## config.mk

```make
export PLATFORM = sky130hd
export DESIGN_NAME = hs_rr_arbiter_flat
export DESIGN_NICKNAME = d
export VERILOG_FILES = /design/src/rtl/hs_rr_arbiter_pkg.sv /design/src/rtl/hs_rr_arbiter_if.sv /design/src/rtl/hs_rr_arbiter_rr_pick.sv /design/src/rtl/hs_rr_arbiter.sv /design/src/flat_wrapper.sv
export SDC_FILE = /design/constraint.sdc
export NUM_CORES = 1
export LEC_CHECK = 0
export ABC_AREA = 1
export ABC_CLOCK_PERIOD_IN_PS = 3200
export CAP_MARGIN = 0
export CORE_AREA = 3 3 59 50
export DETAILED_ROUTE_END_ITERATION = 7
export DIE_AREA = 0 0 62 53
export DONT_BUFFER_PORTS = 1
export PLACE_DENSITY = 0.89
export SYNTH_ARGS = -nofsm -noshare
export SYNTH_HDL_FRONTEND = slang
export SYNTH_SLANG_ARGS = --single-unit
```

## constraint.sdc

```tcl
create_clock -name clk -period 3.2 [get_ports clk]
set_clock_uncertainty 0.2 [all_clocks]
set_input_delay 0.32 -clock clk [delete_from_list [all_inputs] [get_ports clk]]
set_output_delay 0.32 -clock clk [all_outputs]
set_load 0.05 [all_outputs]
```

## src/rtl/hs_rr_arbiter_pkg.sv

```systemverilog
// Shared definitions for the handshake round-robin arbiter: command encodings,
// FSM state type and default widths.
package hs_pkg;

  localparam logic CMD_WR = 1'b1;
  localparam logic CMD_RD = 1'b0;

  localparam int unsigned DEF_NUM_REQ = 4;
  localparam int unsigned DEF_DATA_WD = 4;
  localparam int unsigned DEF_ADDR_WD = 4;
  localparam int unsigned DEF_TIMEOUT = 64;

  typedef enum logic [1:0] {
    IDLE     = 2'd0,
    CMD      = 2'd1,
    WAIT_RSP = 2'd2
  } state_t;

endpackage

```

## src/rtl/hs_rr_arbiter_if.sv

```systemverilog
// Requester-side and slave-side handshake bundle of the arbiter.
// master: the arbiter's view; slave: the surrounding requesters/slave view.
interface hs_rr_arbiter_if
  import hs_pkg::*;
#(
  parameter int unsigned NUM_REQ = DEF_NUM_REQ,
  parameter int unsigned DATA_WD = DEF_DATA_WD,
  parameter int unsigned ADDR_WD = DEF_ADDR_WD
);

  // requester command side
  logic [NUM_REQ-1:0]         req_valid;
  logic [NUM_REQ-1:0]         req_ready;
  logic [NUM_REQ-1:0]         req_cmd;
  logic [NUM_REQ*ADDR_WD-1:0] req_addr;
  logic [NUM_REQ*DATA_WD-1:0] req_data;

  // requester response side
  logic [NUM_REQ-1:0]         rsp_valid;
  logic [NUM_REQ-1:0]         rsp_ready;
  logic [DATA_WD-1:0]         rsp_data;

  // shared slave command/response side
  logic                       m_valid;
  logic                       m_ready;
  logic                       m_cmd;
  logic [ADDR_WD-1:0]         m_addr;
  logic [DATA_WD-1:0]         m_data;
  logic                       s_rsp_valid;
  logic                       s_rsp_ready;
  logic [DATA_WD-1:0]         s_rsp_data;

  modport master (
    input  req_valid, req_cmd, req_addr, req_data, rsp_ready,
           m_ready, s_rsp_valid, s_rsp_data,
    output req_ready, rsp_valid, rsp_data,
           m_valid, m_cmd, m_addr, m_data, s_rsp_ready
  );

  modport slave (
    output req_valid, req_cmd, req_addr, req_data, rsp_ready,
           m_ready, s_rsp_valid, s_rsp_data,
    input  req_ready, rsp_valid, rsp_data,
           m_valid, m_cmd, m_addr, m_data, s_rsp_ready
  );

endinterface

```

## src/rtl/hs_rr_arbiter_rr_pick.sv

```systemverilog
// Combinational round-robin search: first set bit of req starting at ptr,
// wrapping past N-1 back to 0. Works for non-power-of-2 N.
module rr_pick #(
  parameter int unsigned N  = 4,
  parameter int unsigned PW = (N > 1) ? $clog2(N) : 1
) (
  input  logic [N-1:0]  req,
  input  logic [PW-1:0] ptr,
  output logic [PW-1:0] idx,
  output logic          any
);

  function automatic logic [PW-1:0] wrap_add(input logic [PW-1:0] p,
                                             input int unsigned   off);
    int unsigned sum;
    sum = 32'(p) + off;
    if (sum >= N) sum = sum - N;
    return PW'(sum);
  endfunction

  always_comb begin
    logic [PW-1:0] cand;
    idx  = '0;
    any  = 1'b0;
    cand = '0;
    for (int unsigned i = 0; i < N; i++) begin
      cand = wrap_add(ptr, i);
      if (!any && req[cand]) begin
        any = 1'b1;
        idx = cand;
      end
    end
  end

endmodule

```

## src/rtl/hs_rr_arbiter.sv

```systemverilog
// Round-robin arbiter serialising NUM_REQ requesters onto one valid/ready
// command slave, routing read responses to their owner, with a response watchdog.
module hs_rr_arbiter
  import hs_pkg::*;
#(
  parameter int unsigned NUM_REQ = DEF_NUM_REQ,
  parameter int unsigned DATA_WD = DEF_DATA_WD,
  parameter int unsigned ADDR_WD = DEF_ADDR_WD,
  parameter int unsigned TIMEOUT = DEF_TIMEOUT
) (
  input  logic             clk,
  input  logic             rstn,
  hs_rr_arbiter_if.master  bus,
  output logic             timeout_err
);

  localparam int unsigned IDX_W = $clog2(NUM_REQ);
  localparam int unsigned CNT_W = $clog2(TIMEOUT);

  state_t             state, state_nxt;
  logic [IDX_W-1:0]   rr_ptr, rr_ptr_nxt;
  logic [IDX_W-1:0]   grant_idx, grant_nxt;
  logic [CNT_W-1:0]   wd_cnt, wd_cnt_nxt;
  logic               timeout_nxt;

  logic [IDX_W-1:0]   pick_idx;
  logic               pick_any;

  logic [ADDR_WD-1:0] addr_arr [NUM_REQ];
  logic [DATA_WD-1:0] data_arr [NUM_REQ];

  // Unpack per-requester fields so the grant mux is a plain array index
  for (genvar g = 0; g < NUM_REQ; g++) begin : g_unpack
    assign addr_arr[g] = bus.req_addr[g*ADDR_WD +: ADDR_WD];
    assign data_arr[g] = bus.req_data[g*DATA_WD +: DATA_WD];
  end

  rr_pick #(
    .N  (NUM_REQ),
    .PW (IDX_W)
  ) u_pick (
    .req (bus.req_valid),
    .ptr (rr_ptr),
    .idx (pick_idx),
    .any (pick_any)
  );

  // State and bookkeeping registers
  always_ff @(posedge clk or negedge rstn) begin
    if (!rstn) begin
      state       <= IDLE;
      rr_ptr      <= '0;
      grant_idx   <= '0;
      wd_cnt      <= '0;
      timeout_err <= 1'b0;
    end else begin
      state       <= state_nxt;
      rr_ptr      <= rr_ptr_nxt;
      grant_idx   <= grant_nxt;
      wd_cnt      <= wd_cnt_nxt;
      timeout_err <= timeout_nxt;
    end
  end

  // Next-state logic and handshake routing
  always_comb begin
    logic cmd_sel;
    logic rsp_fire;

    state_nxt       = state;
    rr_ptr_nxt      = rr_ptr;
    grant_nxt       = grant_idx;
    wd_cnt_nxt      = wd_cnt;
    timeout_nxt     = 1'b0;

    bus.req_ready   = '0;
    bus.rsp_valid   = '0;
    bus.rsp_data    = '0;
    bus.m_valid     = 1'b0;
    bus.m_cmd       = 1'b0;
    bus.m_addr      = '0;
    bus.m_data      = '0;
    bus.s_rsp_ready = 1'b0;

    cmd_sel  = bus.req_cmd[grant_idx];
    rsp_fire = 1'b0;

    unique case (state)
      IDLE: begin
        if (pick_any) begin
          grant_nxt = pick_idx;
          state_nxt = CMD;
        end
      end

      CMD: begin
        bus.m_valid              = bus.req_valid[grant_idx];
        bus.m_cmd                = cmd_sel;
        bus.m_addr               = addr_arr[grant_idx];
        bus.m_data               = data_arr[grant_idx];
        bus.req_ready[grant_idx] = bus.m_ready;
        if (!bus.req_valid[grant_idx]) begin
          state_nxt = IDLE;
        end else if (bus.m_ready) begin
          rr_ptr_nxt = (grant_idx == IDX_W'(NUM_REQ - 1)) ? '0 : grant_idx + 1'b1;
          if (cmd_sel == CMD_WR) begin
            state_nxt = IDLE;
          end else begin
            state_nxt  = WAIT_RSP;
            wd_cnt_nxt = '0;
          end
        end
      end

      WAIT_RSP: begin
        bus.rsp_valid[grant_idx] = bus.s_rsp_valid;
        bus.rsp_data             = bus.s_rsp_data;
        bus.s_rsp_ready          = bus.rsp_ready[grant_idx];
        rsp_fire                 = bus.s_rsp_valid & bus.rsp_ready[grant_idx];
        // A response in the last watchdog cycle still completes normally
        if (rsp_fire) begin
          state_nxt = IDLE;
        end else if (wd_cnt == CNT_W'(TIMEOUT - 1)) begin
          timeout_nxt = 1'b1;
          state_nxt   = IDLE;
        end else if (wd_cnt != {CNT_W{1'b1}}) begin
          wd_cnt_nxt = wd_cnt + 1'b1;
        end
      end

      default: state_nxt = IDLE;
    endcase
  end

endmodule

```

## src/flat_wrapper.sv

```systemverilog
// flat-port wrapper written by rule: the top's interface ports become plain ports
module hs_rr_arbiter_flat import hs_pkg::*;
#(
  parameter int unsigned NUM_REQ = DEF_NUM_REQ,
  parameter int unsigned DATA_WD = DEF_DATA_WD,
  parameter int unsigned ADDR_WD = DEF_ADDR_WD,
  parameter int unsigned TIMEOUT = DEF_TIMEOUT
)
  (clk, rstn, timeout_err, bus_req_valid, bus_req_cmd, bus_req_addr, bus_req_data, bus_rsp_ready, bus_m_ready, bus_s_rsp_valid, bus_s_rsp_data, bus_req_ready, bus_rsp_valid, bus_rsp_data, bus_m_valid, bus_m_cmd, bus_m_addr, bus_m_data, bus_s_rsp_ready);
  hs_rr_arbiter_if #(.NUM_REQ(NUM_REQ), .DATA_WD(DATA_WD), .ADDR_WD(ADDR_WD)) bus_i ();
  input  logic clk;
  input  logic rstn;
  output logic timeout_err;
  input wire logic [$bits(bus_i.req_valid)-1:0] bus_req_valid;
  input wire logic [$bits(bus_i.req_cmd)-1:0] bus_req_cmd;
  input wire logic [$bits(bus_i.req_addr)-1:0] bus_req_addr;
  input wire logic [$bits(bus_i.req_data)-1:0] bus_req_data;
  input wire logic [$bits(bus_i.rsp_ready)-1:0] bus_rsp_ready;
  input wire logic [$bits(bus_i.m_ready)-1:0] bus_m_ready;
  input wire logic [$bits(bus_i.s_rsp_valid)-1:0] bus_s_rsp_valid;
  input wire logic [$bits(bus_i.s_rsp_data)-1:0] bus_s_rsp_data;
  output wire logic [$bits(bus_i.req_ready)-1:0] bus_req_ready;
  output wire logic [$bits(bus_i.rsp_valid)-1:0] bus_rsp_valid;
  output wire logic [$bits(bus_i.rsp_data)-1:0] bus_rsp_data;
  output wire logic [$bits(bus_i.m_valid)-1:0] bus_m_valid;
  output wire logic [$bits(bus_i.m_cmd)-1:0] bus_m_cmd;
  output wire logic [$bits(bus_i.m_addr)-1:0] bus_m_addr;
  output wire logic [$bits(bus_i.m_data)-1:0] bus_m_data;
  output wire logic [$bits(bus_i.s_rsp_ready)-1:0] bus_s_rsp_ready;
  assign bus_i.req_valid = bus_req_valid;
  assign bus_i.req_cmd = bus_req_cmd;
  assign bus_i.req_addr = bus_req_addr;
  assign bus_i.req_data = bus_req_data;
  assign bus_i.rsp_ready = bus_rsp_ready;
  assign bus_i.m_ready = bus_m_ready;
  assign bus_i.s_rsp_valid = bus_s_rsp_valid;
  assign bus_i.s_rsp_data = bus_s_rsp_data;
  assign bus_req_ready = bus_i.req_ready;
  assign bus_rsp_valid = bus_i.rsp_valid;
  assign bus_rsp_data = bus_i.rsp_data;
  assign bus_m_valid = bus_i.m_valid;
  assign bus_m_cmd = bus_i.m_cmd;
  assign bus_m_addr = bus_i.m_addr;
  assign bus_m_data = bus_i.m_data;
  assign bus_s_rsp_ready = bus_i.s_rsp_ready;
  hs_rr_arbiter #(.NUM_REQ(NUM_REQ), .DATA_WD(DATA_WD), .ADDR_WD(ADDR_WD), .TIMEOUT(TIMEOUT)) u_core (.clk(clk), .rstn(rstn), .bus(bus_i), .timeout_err(timeout_err));
endmodule
```

Yosys cells after proc, flatten, opt, wreduce, memory -nomap -nowiden
Index checks and enable logic that the tools add are counted.
W data, S select, Z words.
{"block": "classes", "n_addsub": 9, "magnitude_cmp": 11, "n_eq_ne": 14, "muxes": 60, "bitwise": 4, "n_reduce_logical": 13}
{"operator": "$mux W4", "n": 9}
{"operator": "$mux W6", "n": 6}
{"operator": "$mux W2", "n": 15}
{"operator": "$mux W1", "n": 18}
{"operator": "$bmux W4 S2", "n": 2}
{"operator": "$lt A2 B3 Y1 const B", "n": 5}
{"operator": "$bmux W1 S2", "n": 7}
{"operator": "$ge A3 B3 Y1 const B", "n": 4}
{"operator": "$pmux W6 S2", "n": 1}
{"operator": "$and A4 B4 Y4", "n": 2}
{"operator": "$ne A2 B2 Y1 const B", "n": 4}
{"operator": "$sub A2 B1 Y2 const B", "n": 4}
{"operator": "$reduce_and A7 Y1", "n": 1}
{"operator": "$add A2 B2 Y3 const B", "n": 2}
{"operator": "$add A6 B1 Y6 const B", "n": 1}
{"operator": "$eq A6 B6 Y1 const B", "n": 1}
{"operator": "$ne A2 B1 Y1 const B", "n": 3}
{"operator": "$ne A6 B6 Y1 const B", "n": 1}
{"operator": "$pmux W2 S3", "n": 1}
{"operator": "$reduce_and A3 Y1", "n": 2}
{"operator": "$eq A2 B2 Y1 const B", "n": 2}
{"operator": "$logic_and A1 B1 Y1", "n": 4}
{"operator": "$add A2 B1 Y3 const B", "n": 1}
{"operator": "$ge A2 B3 Y1 const B", "n": 1}
{"operator": "12 further kinds", "n": 14}
{"block": "word_totals", "register_bits": 13, "in_bits": 52, "out_inout_bits": 24, "wordCells": 116}

Depth between registers and ports, before layout
{"block": "depth", "word_depth": 16, "mapped_depth": 11, "depth_no_buf": 11}

Cells and area by module
A second synthesis with hierarchy kept.
{"block": "hier_totals", "hier_cells": 261, "hier_area_um2": 1517.7}
{"module": "hs_rr_arbiter", "instances": 1, "cells_per_inst": 202, "area_each_um2": 1198.6, "seq_area_each_um2": 325.3}
{"module": "rr_pick", "instances": 1, "cells_per_inst": 59, "area_each_um2": 319.1, "seq_area_each_um2": 0.0}

Least setup slack after synthesis
No wires, ideal clock.
{"block": "synth_path", "kind": "reg2out", "start": "register u_core.grant_idx[0]", "end": "output bus_m_data[2]", "arrival_time_ps": 1863, "required_time_ps": 2680, "slack_ps": 817, "stages_incl_launch_ff": 7, "n_path_buf": 3, "path_cell_list": "dfrtp_1 > buf_6 > inv_4 > buf_6 > clkbuf_1 > o21ai_0 > a21oi_1"}
{"block": "synth_via", "elab_chain_cells": 5}
{"element": "start: declaration", "line_no": "hs_rr_arbiter.sv:22", "rtl": "logic [IDX_W-1:0] grant_idx, grant_nxt;"}
{"element": "start signal: assignment", "line_no": "hs_rr_arbiter.sv:59", "rtl": "grant_idx <= grant_nxt;"}
{"element": "$not A2 Y3 (implied by the code)", "line_no": "hs_rr_arbiter.sv:100", "rtl": "bus.m_data = data_arr[grant_idx];"}
{"element": "$bmux W4 S2", "line_no": "hs_rr_arbiter.sv:100"}
{"element": "$mux W4 (implied by the code) (2 in a row)", "line_no": "hs_rr_arbiter.sv:100"}
{"element": "$mux W4", "line_no": "hs_rr_arbiter.sv:88", "rtl": "unique case (state)"}
{"element": "end: declaration", "line_no": "flat_wrapper.sv:28", "rtl": "output wire logic [$bits(bus_i.m_data)-1:0] bus_m_data;"}
No other way between the ends. The select of a mux whose other input is x is not followed.

Worst setup path after layout
{"block": "layout_path", "start": "register u_core.grant_idx[0]", "end": "output bus_m_cmd"}
{"block": "layout_via", "elab_chain_cells": 3}
{"element": "$bmux W1 S2", "line_no": "hs_rr_arbiter.sv:85", "rtl": "cmd_sel = bus.req_cmd[grant_idx];"}
{"element": "$mux W1 (implied by the code)", "line_no": "hs_rr_arbiter.sv:85"}
{"element": "$mux W1", "line_no": "hs_rr_arbiter.sv:88"}
{"element": "end: declaration", "line_no": "flat_wrapper.sv:26", "rtl": "output wire logic [$bits(bus_i.m_cmd)-1:0] bus_m_cmd;"}
No other way between the ends. The select of a mux whose other input is x is not followed.

==> load_flow_metrics.sql <==
INSERT INTO impl_metrics (metric_group, metric, value, unit) VALUES
('timing', 'relSlewSlack', '0.404', ''),
('grt', 'largest_net_degree_at_the_start_of_global_routing', '29', ''),
('worst_hold_path', 'hold-path-endpoint', 'u_core.rr_ptr[0]', ''),
('floorplanning', 'boundaryPins', '76', ''),
('yosys', 'yosys.area_share.adder', '0.0411', ''),
('yosys', 'netlist.top_cell.by_area', 'sky130_fd_sc_hd__dfrtp_1', ''),
('outcome', 'run_status', 'complete, no violations', ''),
('detailed_routing', 'drtIter0Drc', '112', ''),
('worst_setup_path', 'r2r_slack', '0.87', 'ns'),
('worst_setup_path', 'cp_num_buf_inv', '2', ''),
('cells_and_area', 'multiInputGateArea', '1030', 'um2'),
('flow_run', 'max_cap_violations', '0', ''),
('worst_setup_path', 'critical_path.max_stage_delay', '0.71', 'ns'),
('worst_setup_path', 'critPathMostFrequentCell', 'sky130_fd_sc_hd__nand2_1', ''),
('grt', 'track_usage', '0.260', ''),
('yosys', 'avg_synthesized_cell_area', '6.02', 'um2'),
('timing', 'final_period_minus_worst_setup_slack', '2.61', 'ns'),
('yosys', 'largest_family_of_logic_cells_by_synthesized_area', 'simple AND/OR/NAND/NOR gates', ''),
('cells_and_area', 'post_route_cells_drive_above_1_share', '0.207', ''),
('grt', 'vias_in_the_first_global_route', '1417', ''),
('worst_setup_path', 'worst_path_dominant_cell_family', 'flip-flops', ''),
('cells_and_area', 'ff_latch_area', '325', 'um2'),
('pwr', 'cellPowerDensity', '1030', 'nW/um2'),
('detailed_routing', 'drt-wirelength-per-cell', '12.3', 'um'),
('worst_setup_path', 'critical_path.endpoint_type', 'output port', ''),
('clock_network', 'clock-root-buffer', 'sky130_fd_sc_hd__clkbuf_4', ''),
('timing', 'report.final.setup_viol', '0', ''),
('yosys', 'postSynthRegisterBits', '13', ''),
('pwr', 'static-leakage-power', '0.915', 'nW'),
('place', 'detailedPlacementHpwl', '2.93', 'mm'),
('worst_setup_path', 'crit_chain', 'inv_4 > nand2_1 > nand2_1 > nand2_1 > o21ai_1 > nand2_2 > inv_1', ''),
('timing', 'grt_setup_unrepaired', 'false', ''),
('worst_setup_path', 'critPathSlowestCell', 'sky130_fd_sc_hd__dfrtp_1', ''),
('timing', 'final_max_slew_viol_count', '0', ''),
('detailed_routing', 'post-route-drc-count', '0', ''),
('yosys', 'syn_nets', '310', ''),
('grt', 'global_route_wire_length_before_repair', '6.41', 'mm'),
('timing', 'timing_hold_violations_final', '0', ''),
('yosys', 'synth.distinct_cells', '31', ''),
('clock_network', 'ctsLongestPathBuffers', '2', ''),
('clock_network', 'cts.repair_timing.setup_buffer_count', '0', ''),
('yosys', 'synth_compound_area_frac', '0.134', ''),
('grt', 'grt.overflow.total', '0', ''),
('cells_and_area', 'filler_cell_count', '201', ''),
('clock_network', 'cts-htree-levels', '1', ''),
('clock_network', 'cts_tree', 'yes', ''),
('floorplanning', 'floorplan.initialDensity', '0.629', ''),
('timing', 'finalCritPeriodShare', '0.816', ''),
('cells_and_area', 'fin_nets', '328', ''),
('yosys', 'yosys_warnings', '0', ''),
('grt', 'antenna_found_initial', '0', ''),
('floorplanning', 'core_area', '2420', 'um2'),
('yosys', 'post_synth_instance_area', '1520', 'um2'),
('clock_network', 'cts_buffers', '3', ''),
('floorplanning', 'die_w', '62', 'um'),
('yosys', 'synth_simple_gate_area_frac', '0.482', ''),
('worst_hold_path', 'holdCritStartpoint', 'bus_m_ready', ''),
('yosys', 'synthesis.instances', '253', ''),
('clock_network', 'clkTransAtPathRegs', '0.07', 'ns'),
('worst_setup_path', 'worst-path-max-fanout', '28', ''),
('worst_setup_path', 'worst_r2r_startpoint', 'u_core.grant_idx[0]', ''),
('floorplanning', 'placementRows', '16', ''),
('cells_and_area', 'final_common_cell', 'sky130_fd_sc_hd__nand2_1', ''),
('cells_and_area', 'areaGrowthSynthToFinish', '11.9', '%'),
('place', 'io_buffer_count', '0', ''),
('yosys', 'synthMuxAreaShare', '0', ''),
('detailed_routing', 'drtAntennaViolNets', '0', ''),
('yosys', 'yosys-top-cells-area', 'sky130_fd_sc_hd__dfrtp_1 (21%), sky130_fd_sc_hd__nand2_1 (16%), sky130_fd_sc_hd__nor2_1 (14%)', ''),
('timing', 'max_freq', '383', 'MHz'),
('yosys', 'synth-xor-area-share', '0.0173', ''),
('detailed_routing', 'via_per_inst', '5.14', '');
final cells by class:
type / instances / area share
inverters: 27 / 0.0609
multi-input cells: 203 / 0.602
flip-flops and latches: 13 / 0.191
repair buffers: 23 / 0.104
clock buffers: 4 / 0.0154
well taps: 36 / 0.0264
power by group:
part	internal (mW)	total, mW	switching [mW]	leakage, nW
logic	0.398	1.33	0.932	0.730
registers	0.203	0.319	0.116	0.170
clock network	0.0484	0.100	0.0517	0.0150
total	0.650	1.75	1.10	0.915
cells in the mapped netlist:
cell	count
sky130_fd_sc_hd__nand3_1	9
sky130_fd_sc_hd__nor2_2	1
sky130_fd_sc_hd__nand2_2	12
sky130_fd_sc_hd__nand2_4	2
sky130_fd_sc_hd__nor2_8	1
sky130_fd_sc_hd__xor2_1	3
sky130_fd_sc_hd__nand4_2	1
sky130_fd_sc_hd__nor3_1	1
sky130_fd_sc_hd__nand2_1	64
sky130_fd_sc_hd__buf_4	1
sky130_fd_sc_hd__inv_2	4
sky130_fd_sc_hd__nor2_4	2
sky130_fd_sc_hd__nand4_1	1
sky130_fd_sc_hd__o31ai_2	1
sky130_fd_sc_hd__dfrtp_1	13
sky130_fd_sc_hd__or3_1	1
sky130_fd_sc_hd__inv_1	22
sky130_fd_sc_hd__o31ai_1	1
sky130_fd_sc_hd__a31oi_1	1
sky130_fd_sc_hd__o21ai_0	19
sky130_fd_sc_hd__o21ai_2	2
sky130_fd_sc_hd__a21oi_1	11
sky130_fd_sc_hd__nor2_1	57
sky130_fd_sc_hd__inv_4	1
sky130_fd_sc_hd__clkbuf_1	3
sky130_fd_sc_hd__o21ai_1	2
sky130_fd_sc_hd__ha_1	5
sky130_fd_sc_hd__buf_2	3
sky130_fd_sc_hd__buf_6	3
sky130_fd_sc_hd__nand3b_1	1
sky130_fd_sc_hd__nand3_2	5
registers in the layout, summed over array words and instances (netlist names):
| register | count |
|---|---|
| u_core.timeout_err | 1 |
| u_core.state | 2 |
| u_core.grant_idx | 2 |
| u_core.rr_ptr | 2 |
| u_core.wd_cnt | 6 |
how the worst max path moves through the flow:
stage / from / to / cells past startpoint
floorplan: u_core.grant_idx[0] / bus_m_data[2] / 6
CTS: u_core.grant_idx[0] / bus_m_cmd / 7
detailed placement: u_core.grant_idx[0] / bus_m_cmd / 7
global route: u_core.grant_idx[0] / bus_m_cmd / 7
finish: u_core.grant_idx[0] / bus_m_cmd / 7
global placement: u_core.grant_idx[0] / bus_m_cmd / 7
through the flow:
step                hold slack, ns   util  cells  setup WS, ns  total power [mW]
floorplan                   -0.176      -    253         0.817              1.43
global placement            -0.175  0.684    300         0.963              1.61
detailed placement          -0.175  0.684    300         0.910              1.64
CTS                         0.0113  0.704    306         0.595              1.75
global route                0.0137  0.704    306         0.395              1.91
finish                      0.0145  0.704    306         0.588              1.75
routing by layer:
metal	vias up	routed length [um]	global-route usage
li1	824	-	-
met5	-	0	0
met4	0	18	0.0530
met1	674	1600	0.359
met2	73	1830	0.409
met3	2	308	0.0610
kinds of logic (layout without fill, tap and decap cells):
group | count (synthesis) | in the layout
AO/OA/AOI/OAI | 37 | 37
XOR/XNOR | 3 | 3
adder cells (fa/ha/maj) | 5 | 5
buffers and inverters | 37 | 54
flip-flops | 13 | 13
AND/OR/NAND/NOR | 158 | 158
repair_timing:
action / 4_1_cts / 5_1_grt
endpoints found under the setup margin: 0 / 0
resized for setup: 0 / 0
hold buffers: 2 / 0
hold endpoints to repair: 14 / 0
(Power assumes the default switching activity.)
